===== src/rtl/lcd_timing_gen.sv =====
// lcd_timing_gen
//   Raster timing generator for the RGB LCD path, clocked entirely by the
//   pixel clock. A horizontal/vertical counter pair drives undelayed pixel
//   coordinates and region flags for the pixel stage. The panel sync/DE pins
//   are delayed by PIPE cycles so they line up with the render latency.
//
// Ports
//   i_clk     pixel clock, all logic on its rising edge
//   i_rst     synchronous active-high reset
//   o_x/o_y   active pixel column/line, 0 outside the active area
//   o_hde     horizontal active (undelayed)
//   o_vde     vertical active (undelayed)
//   o_sof     high on the cycle with h=0, v=0 (undelayed)
//   o_frame   13-bit frame counter, wraps silently
//   o_hsync   panel HSYNC, delayed PIPE cycles, polarity SYNC_POL
//   o_vsync   panel VSYNC, delayed PIPE cycles, polarity SYNC_POL
//   o_de      panel DE (hde & vde), delayed PIPE cycles
module lcd_timing_gen #(
    parameter int          H_ACTIVE = 480,
    parameter int          H_FP     = 2,
    parameter int          H_SYNC   = 41,
    parameter int          H_BP     = 2,
    parameter int          V_ACTIVE = 272,
    parameter int          V_FP     = 2,
    parameter int          V_SYNC   = 10,
    parameter int          V_BP     = 2,
    parameter bit          SYNC_POL = 1'b0,
    parameter int unsigned PIPE     = 2
) (
    input  logic        i_clk,
    input  logic        i_rst,
    output logic [8:0]  o_x,
    output logic [8:0]  o_y,
    output logic        o_hde,
    output logic        o_vde,
    output logic        o_sof,
    output logic [12:0] o_frame,
    output logic        o_hsync,
    output logic        o_vsync,
    output logic        o_de
);

    localparam int H_TOTAL = H_ACTIVE + H_FP + H_SYNC + H_BP;
    localparam int V_TOTAL = V_ACTIVE + V_FP + V_SYNC + V_BP;

    localparam logic [9:0] H_LAST = 10'(H_TOTAL - 1);
    localparam logic [9:0] V_LAST = 10'(V_TOTAL - 1);
    localparam logic [9:0] H_ACT  = 10'(H_ACTIVE);
    localparam logic [9:0] V_ACT  = 10'(V_ACTIVE);
    localparam logic [9:0] H_SS   = 10'(H_ACTIVE + H_FP);
    localparam logic [9:0] H_SE   = 10'(H_ACTIVE + H_FP + H_SYNC);
    localparam logic [9:0] V_SS   = 10'(V_ACTIVE + V_FP);
    localparam logic [9:0] V_SE   = 10'(V_ACTIVE + V_FP + V_SYNC);

    logic [9:0]  h_cnt_q, h_cnt_d;
    logic [9:0]  v_cnt_q, v_cnt_d;
    logic [12:0] frame_q, frame_d;
    logic        h_wrap;

    logic hde, vde, hsync_t, vsync_t;
    logic hs_dly, vs_dly, de_dly;

    // ------------------------------------------------------------------
    // Counters
    // ------------------------------------------------------------------
    always_comb begin
        h_wrap  = (h_cnt_q == H_LAST);
        h_cnt_d = h_wrap ? 10'd0 : h_cnt_q + 10'd1;
        v_cnt_d = v_cnt_q;
        if (h_wrap)
            v_cnt_d = (v_cnt_q == V_LAST) ? 10'd0 : v_cnt_q + 10'd1;
        // Count the frame on the edge that lands on (0,0); the reset
        // release edge moves h to 1, so it never counts.
        frame_d = ((h_cnt_d == 10'd0) && (v_cnt_d == 10'd0)) ? frame_q + 13'd1 : frame_q;
    end

    always_ff @(posedge i_clk) begin
        if (i_rst) begin
            h_cnt_q <= '0;
            v_cnt_q <= '0;
            frame_q <= '0;
        end else begin
            h_cnt_q <= h_cnt_d;
            v_cnt_q <= v_cnt_d;
            frame_q <= frame_d;
        end
    end

    // ------------------------------------------------------------------
    // Region decode (undelayed)
    // ------------------------------------------------------------------
    always_comb begin
        hde     = (h_cnt_q < H_ACT);
        vde     = (v_cnt_q < V_ACT);
        hsync_t = (h_cnt_q >= H_SS) && (h_cnt_q < H_SE);
        vsync_t = (v_cnt_q >= V_SS) && (v_cnt_q < V_SE);
    end

    assign o_hde   = hde;
    assign o_vde   = vde;
    assign o_x     = hde ? h_cnt_q[8:0] : 9'd0;
    assign o_y     = vde ? v_cnt_q[8:0] : 9'd0;
    assign o_sof   = (h_cnt_q == 10'd0) && (v_cnt_q == 10'd0);
    assign o_frame = frame_q;

    // ------------------------------------------------------------------
    // Panel delay line: {hsync, vsync, de}; flushed to 0 by reset so the
    // panel sees inactive sync and DE low until fresh timing shifts in.
    // ------------------------------------------------------------------
    generate
        if (PIPE == 0) begin : g_nodly
            assign hs_dly = hsync_t;
            assign vs_dly = vsync_t;
            assign de_dly = hde & vde;
        end else begin : g_dly
            logic [2:0] dly_q [PIPE];

            always_ff @(posedge i_clk) begin
                if (i_rst) begin
                    for (int i = 0; i < int'(PIPE); i++) dly_q[i] <= '0;
                end else begin
                    dly_q[0] <= {hsync_t, vsync_t, hde & vde};
                    for (int i = 1; i < int'(PIPE); i++) dly_q[i] <= dly_q[i-1];
                end
            end

            assign hs_dly = dly_q[PIPE-1][2];
            assign vs_dly = dly_q[PIPE-1][1];
            assign de_dly = dly_q[PIPE-1][0];
        end
    endgenerate

    assign o_hsync = SYNC_POL ? hs_dly : ~hs_dly;
    assign o_vsync = SYNC_POL ? vs_dly : ~vs_dly;
    assign o_de    = de_dly;

endmodule


===== config.mk =====
export PLATFORM = sky130hd
export DESIGN_NAME = lcd_timing_gen
export DESIGN_NICKNAME = d
export VERILOG_FILES = /design/src/rtl/lcd_timing_gen.sv
export SDC_FILE = /design/constraint.sdc
export NUM_CORES = 1
export LEC_CHECK = 0
export CAP_MARGIN = 10
export CORE_MARGIN = 4
export CORE_UTILIZATION = 53
export CTS_CLUSTER_SIZE = 14
export DETAILED_ROUTE_END_ITERATION = 10
export PLACE_DENSITY = 0.79
export RECOVER_POWER = 25
export SLEW_MARGIN = 20
export SYNTH_ARGS = -nofsm -noshare
export SYNTH_HDL_FRONTEND = slang
export SYNTH_SLANG_ARGS = --single-unit

===== constraint.sdc =====
create_clock -name i_clk -period 4.2 [get_ports i_clk]
set_clock_uncertainty 0.05 [all_clocks]
set_input_delay 0.84 -clock i_clk [delete_from_list [all_inputs] [get_ports i_clk]]
set_output_delay 0.84 -clock i_clk [all_outputs]
set_load 0.005 [all_outputs]

# Word level (Yosys, flattened, before mapping)
# Memories as Yosys holds them, arrays and structs flattened.
# Cells that the tools add are included.
# totals
ff_bits,33
ramBits,6
in_bits,2
n_memories,1
# classes
n_addsub,3
order_cmp,6
n_eq_ne,2
n_mux,10
n_bitwise,5
n_reduce_logical,8
# memory_table
memory,words,width,read_ports,rd_clocked_by_memory_dff,wr,line,text
g_dly.dly_q,2,3,2,0,2,116,logic [2:0] dly_q [PIPE];
# op_table
operator,n
10-bit logical NOT,4
"10-bit by 9-bit less-than comparator with 1-bit output, second input constant",3
10-bit two-way mux,3
"10-bit by 1-bit adder with 10-bit output, second input constant",2
"10-bit by 9-bit greater-or-equal comparator with 1-bit output, second input constant",2
9-bit two-way mux,2
"13-bit by 1-bit adder with 13-bit output, second input constant",1
"10-bit equality test, second input constant",1
"10-bit by 9-bit equality test with 1-bit output, second input constant",1
"10-bit less-than comparator, second input constant",1
3-bit two-way mux,2
1-bit logical AND,4
1-bit two-way mux,3
1-bit inverter,2
1-bit bitwise OR,2
1-bit AND,1

# Depth between registers and ports, before layout
# Gate-level depths: netlist (run 1).
# depth
depth_word,5
ltp_mapped,12

# Least setup slack after synthesis (run 1)
# OpenSTA, ideal clock, no wires.
# synth_timing
kind,reg2reg
from,register h_cnt_q[4]
to,register frame_q[11] (netlist: o_frame[11])
setup_time_ns,0.071
arrival_time_ns,2.985
required_time_ns,4.079
slack_ns,1.095
stages_incl_launch_ff,11
n_path_buf,3
period_less_slack_ns,3.105
cell_sequence,dfxtp_1 > buf_6 > or4_4 > or4b_4 > buf_6 > buf_8 > nor3_2 > o32ai_1 > a2111o_1 > or4_1 > a21oi_1
# synth_via
elab_chain_cells,4
# synth_rtl
element,line,text
"start, declared",55,"logic [9:0] h_cnt_q, h_cnt_d;"
"start signal, assigned",83,h_cnt_q <= h_cnt_d;
10-bit by 1-bit adder with 10-bit output or 10-bit equality test (tied branches),"68, 67",
"10-bit two-way mux, on equally long branches","68, 70",
10-bit logical NOT,74,frame_d = ((h_cnt_d == 10'd0) && (v_cnt_d == 10'd0)) ? frame_q + 13'd1 : frame_q;
1-bit logical AND (*),74,
"end signal, assigned",85,frame_q <= frame_d;
"end, declared",57,"logic [12:0] frame_q, frame_d;"
# Mark *: on every way between the ends. The rest lies on a longest branch, timed or not.
# A chain may end at the register's enable or synchronous reset.

# Worst setup path after layout (run 1)
# layout_timing
from,register h_cnt_q[4]
to,register frame_q[9] (netlist: o_frame[9])
# Same word-level chain as after synthesis.

==> impl_metrics.toml, run 1 <==
[yosys]
synthCells = 290
syn-num-nets = 298
syn_area_mm2 = 0.00236
synthArstFlopShare_pct = 0
synth_area_per_cell_um2 = 8.14
synth_top_cell_by_area = "dfxtp_1"
synth.distinct_cells = 59
synth_top_area_share_pct = 33.1
synthTopCellsByCount = "39 x dfxtp_1, 22 x a21oi_1, 21 x nand2_1"
synth_most_common_cell = "dfxtp_1"
ys.flop_type = "dfxtp_1"
synthTopCellsByArea = "dfxtp_1 33%, a21oi_1 4.7%, buf_6 4.3%"
synth_edf_count = 0
ys_ff_latch = 39
yosysWarningCount = 0
yosysSeqAreaShare_pct = 33.1

[place]
dp_hpwl_um = 3630
port_buffers = 38
dp_cells = 356
place_worst_setup_slack_ns = 0.724
gp_congestion = 0.943
place_area_mm2 = 0.00261

[timing]
fmax_mhz = 281
rsz0062_at_grt = "false"
finalMaxSlewViolations = 0
fin_tns_setup_ns = 0
tightest_slew_ns = 0.732
hold_viol = 0
fin_hold_ws_ns = 0.385
slew_headroom_pct = 51.2
setup_viol = 0
setup_slack_ns = 0.644
finalCritPeriodShare_pct = 84.7
fin_crit_ns = 3.56

[cts]
cts.clk_slew.worst_paths_ns = 0.08
cts_made_buffers = 5
post_cts_resized = 0
cts_sinks = 39
cts_htree_levels = 2
cts_tree = "built"
clk_path_buf_depth = 2
hold_buffers = 0
post_cts_buffers = 0
worstSkewPairLatency_ns = 0.29
clockRootBuffer = "clkbuf_8"

[global_route]
antenna_found_initial = 0
grt_pass1_vias = 1951
grtUsageTotal_pct = 19.9
grt_pass1_wl_um = 8820
globalRouteOverflowTotal = 0
grt_max_degree = 25

[floorplanning]
start_util_pct = 54.6
die_x_um = 74.7
die-area_mm2 = 0.00559
ioPinCount = 39
die_h_um = 74.7
row_count = 24
core_mm2 = 0.00432

[outcome]
outcome = "finished, final reports clean"

[critical_path]
cp_max_fo = 24
r2r_slack_ns = 0.64
critPathKind = "reg2reg"
end_kind = "flip-flop"
rr_startpoint = "h_cnt_q[4]"
arrival_ns = 3.73
worstPathRequired_ns = 4.37
r2r-end = "o_frame[9]"
start_kind = "flip-flop"
ff2ff_path_depth = 7

[layout]
syn_to_final_growth_pct = 14.6
diodes = 0
drive_above_1_share_pct = 6.41
layout.nets = 319
fill_cells = 390
finalNonFillerCells = 364
final_cell_area_mm2 = 0.00271
post-route-util_pct = 62.6

[worst_hold_path]
whs_path_depth = 1
hp-class = "reg2reg"
hold_end = "g_dly.dly_q[0][3]"
hp-start = "g_dly.dly_q[0][0]"

[detailed_routing]
wire_per_inst_um = 14.5
drt_iter0_drc = 155
routed_wl_um = 5270
route.detailed.drc = 0
vias = 2147
antenna_left = 0
vias_per_cell = 5.90
drtPass1Iterations = 4

[power_and_ir_drop]
p_leak_nw = 0.918
ir_drop_mv = 0.160
finalPower_mw = 0.712
power.density_mw_per_mm2 = 263

[flow_run]
cap_violations = 0
## sequential cells by signal (all words and copies together), names as in the netlist
register     cells
g_dly.dly_q      6
v_cnt_q         10
o_frame         13
h_cnt_q         10
## layout make-up
| class | instances | area [µm²] | area share (%) |
|---|---|---|---|
| Tap cell | 52 | 65.1 | 2.40 |
| Timing Repair Buffer | 41 | 395 | 14.6 |
| Clock buffer | 7 | 96.3 | 3.56 |
| Sequential cell | 39 | 781 | 28.8 |
| Multi-Input combinational cell | 214 | 1320 | 48.9 |
| Inverter | 10 | 37.5 | 1.39 |
| Clock inverter | 1 | 7.51 | 0.277 |
## per-layer routing
layer / up-vias / global-route usage (%) / wire, µm
met5: - / 0 / 0
met4: 0 / 7.51 / 117
met3: 14 / 3.60 / 292
met2: 82 / 32.7 / 2470
met1: 985 / 26.1 / 2380
li1: 1066 / - / -
## worst max-delay path, cell delays in order (launching register included)
cell,delay (ns)
dfxtp_1,0.41
or4_4,0.59
or4b_4,0.63
o21ai_1,0.22
o2111ai_1,0.16
a2111o_1,0.67
or4_1,0.59
a21oi_1,0.15
## cells by family (layout without fill, tap and decap cells)
group / count (synthesis) / count (layout) / synth area share (%)
xor gates and xnor gates: 13 / 13 / 4.82
DFF: 39 / 39 / 33.1
adders and majority gates: 6 / 6 / 3.18
and+or+nand+nor: 138 / 138 / 32.8
AOI/OAI and AO/OA: 55 / 55 / 14.1
buffers and inverters: 37 / 59 / 11.1
muxes: 2 / 2 / 0.848
## power breakdown
part / leakage (nW) / switching (mW) / internal (mW)
clock network: 0.0505 / 0.131 / 0.149
registers: 0.315 / 0.00816 / 0.375
logic: 0.552 / 0.0258 / 0.0234
## how the worst max path moves through the flow
stage                    start          end  slack (ns)  depth (start not counted)
floorplan           h_cnt_q[4]  o_frame[11]        1.09                         10
global placement    h_cnt_q[4]  o_frame[12]        0.80                          7
detailed placement  h_cnt_q[4]  o_frame[12]        0.72                          7
CTS                 h_cnt_q[4]  o_frame[11]        0.69                          7
global route        h_cnt_q[4]  o_frame[11]        0.52                          7
finish              h_cnt_q[4]   o_frame[9]        0.64                          7
## layout by cell type (no fill, tap or decap), types with 3 or more instances in the layout
master           count
and2_1              16
nand4_1              6
clkbuf_8             7
xor2_1               6
nor2b_1              5
o21ai_0             13
dfxtp_1             39
clkdlybuf4s50_1     32
nor2_1              19
ha_1                 6
nand3_1             17
o31ai_1              3
a21oi_1             22
nor3b_1              3
nor3_1              16
a211oi_1             3
xnor2_1              7
nand2_1             21
or3_1                8
dlygate4sd3_1        6
inv_1               10
or4_1                3
and3_1               5
Note: power is estimated with default switching activity, not from simulation.
==> run 2, diff against run 1 <==
Settings changed: CORE_UTILIZATION 53 to 48, PLACE_DENSITY 0.79 to 0.76.
Clock period 4.2 ns to 3 ns, I/O delays scaled along.
==> run 2 against run 1 <==
Worst setup slack got worse by 0.66 ns. Highest routed layer unchanged. First-iteration DRC count up 43%. Non-clock buffer count is 19 higher. The run now ends with setup timing left.
==> impl_metrics.toml, run 2 (synthesized netlist as in run 1, its figures left out) <==
[outcome]
outcome = "complete, but fails checks"
violations = "setup timing"

[critical_path]
crit_end = "o_frame[10]"
r2r_slack_ns = -0.02
cp_max_fo = 11
r2r-end = "o_frame[10]"
critPathSlowestCell = "or4b_4"
path_cells = "or4_4 > or4b_4 > nor3b_2 > o32ai_1 > a2111o_1 > buf_4 > clkbuf_16 > or3_1 > a21oi_1"
critPathKind = "reg2reg"
worstPathRequired_ns = 3.18
ff2ff_path_depth = 9
max_stage_delay_ns = 0.61
rr_startpoint = "h_cnt_q[5]"
start_kind = "flip-flop"
arrival_ns = 3.20
end_kind = "flip-flop"
crit_start = "h_cnt_q[5]"

[detailed_routing]
vias_per_cell = 5.58
antenna_left = 0
routed_wl_um = 5690
route.detailed.drc = 0
drtPass1Iterations = 4
vias = 2221
wire_per_inst_um = 14.3
drt_iter0_drc = 222

[timing]
hold_viol = 0
rsz0062_at_grt = "true"
fmax_mhz = 331
tightest_slew_ns = 0.506
setup_viol = 1
setup_slack_ns = -0.0192
finalMaxSlewViolations = 0
slew_headroom_pct = 66.2
fin_crit_ns = 3.02
finalCritPeriodShare_pct = 101

[place]
port_buffers = 38
dp_hpwl_um = 3920
place_worst_setup_slack_ns = -0.0320
gp_congestion = 0.893

[global_route]
grt_max_degree = 40
antenna_found_initial = 0
grtUsageTotal_pct = 19.0
grt_pass1_vias = 2060
use_met2_pct = 31.3
globalRouteMet1Util_pct = 25.5
grtUsageMet3_pct = 3.21
grt_pass1_wl_um = 9490
grt_busiest_layer = "met2"
globalRouteOverflowTotal = 0

[power_and_ir_drop]
ir_drop_mv = 0.238
power.density_mw_per_mm2 = 328
p_leak_nw = 1.06
finalPower_mw = 0.964

[floorplanning]
core_mm2 = 0.00475
start_util_pct = 49.7
die_x_um = 78.1
die-area_mm2 = 0.00611
ioPinCount = 39
row_count = 25
die_h_um = 78.1

[cts]
hold_buffers = 0
cts_sinks = 39
cts_made_buffers = 5
cts_tree = "built"
cts.clk_slew.worst_paths_ns = 0.08
worstSkewPairLatency_ns = 0.29
clk_path_buf_depth = 2
clockRootBuffer = "clkbuf_8"
cts_htree_levels = 2

[flow_run]
cap_violations = 0

[worst_hold_path]
hp-class = "reg2reg"

[layout]
largest_reg_flops = 13
fill_cells = 451
layout_commonest_cell = "dfxtp_1"
mostFrequentLayoutCells = "39 x dfxtp_1, 28 x clkdlybuf4s50_1, 21 x a21oi_1, 21 x nand2_1, 20 x buf_4"
syn_to_final_growth_pct = 24.4
layout.nets = 339
drive_above_1_share_pct = 14.5
diodes = 0
==> run 2: changes by cell type in the layout (fill, tap and decap cells not counted), sizes merged <==
| cell | delta |
|---|---|
| clkinv | +2 |
| dlygate4sd3 | +3 |
| clkbuf | -3 |
| buf | +20 |
| clkinvlp | -1 |
| clkdlybuf4s50 | -4 |
| or4b | +1 |
| dlymetal6s2s | +1 |
==> run 2: power by group <==
group	switching, mW	internal (mW)	total [mW]	leakage, nW
clock network	0.179	0.159	0.338	0.0440
logic	0.0420	0.0483	0.0903	0.702
registers	0.0112	0.525	0.536	0.315
total	0.232	0.732	0.964	1.06
==> run 2: repair_timing <==
action                                  CTS  global route
gates cloned                              0             2
pin swaps                                 1             6
resized for setup                         0            10
setup buffers                             0             1
endpoints found under the setup margin    4            16
==> run 2: layout make-up <==
type                    count  area (µm²)  area share [%]
multi-input cells         215        1380            47.0
flip-flops and latches     39         781            26.6
repair buffers             60         573            19.5
well taps                  67        83.8            2.85
clock buffers               5        68.8            2.34
inverters                  10        37.5            1.28
clock inverters             2        13.8           0.468
==> run 2: how the worst min path moves through the flow <==
stage / end / slack [ns] / start / cells after the start
2_1_floorplan: g_dly.dly_q[0][3] / 0.36 / g_dly.dly_q[0][0] / 1
4_1_cts: g_dly.dly_q[0][4] / 0.40 / g_dly.dly_q[0][1] / 1
6_report: g_dly.dly_q[0][4] / 0.39 / g_dly.dly_q[0][1] / 1
3_5_place_dp: g_dly.dly_q[0][4] / 0.38 / g_dly.dly_q[0][1] / 1
3_3_place_gp: g_dly.dly_q[0][5] / 0.37 / g_dly.dly_q[0][2] / 1
5_1_grt: g_dly.dly_q[0][4] / 0.41 / g_dly.dly_q[0][1] / 1
==> run 2: critical path, delay by kind of cell, from the launching register on <==
kind,cells,cell delay (ns)
AOI/OAI and AO/OA,3,0.64
buffers and inverters,2,0.32
DFF,1,0.31
and+or+nand+nor,4,1.63
==> run 2: per-stage QoR <==
step / instance area [µm²] / TNS (ns) / hold slack (ns) / std cells / util, %
2_1_floorplan: 2380 / 0 / 0.364 / 290 / -
3_3_place_gp: 2770 / 0 / 0.373 / 388 / 58.2
3_5_place_dp: 2770 / -0.0445 / 0.384 / 388 / 58.2
4_1_cts: 2850 / 0 / 0.400 / 395 / 59.9
5_1_grt: 2940 / -0.550 / 0.410 / 398 / 61.8
6_report: 2940 / -0.0192 / 0.392 / 398 / 61.8
==> run 2: layer usage <==
| layer | vias to the layer above | routed length (µm) |
|---|---|---|
| li1 | 1107 | - |
| met2 | 75 | 2740 |
| met1 | 1035 | 2600 |
| met5 | - | 0 |
| met3 | 4 | 307 |
| met4 | 0 | 45 |
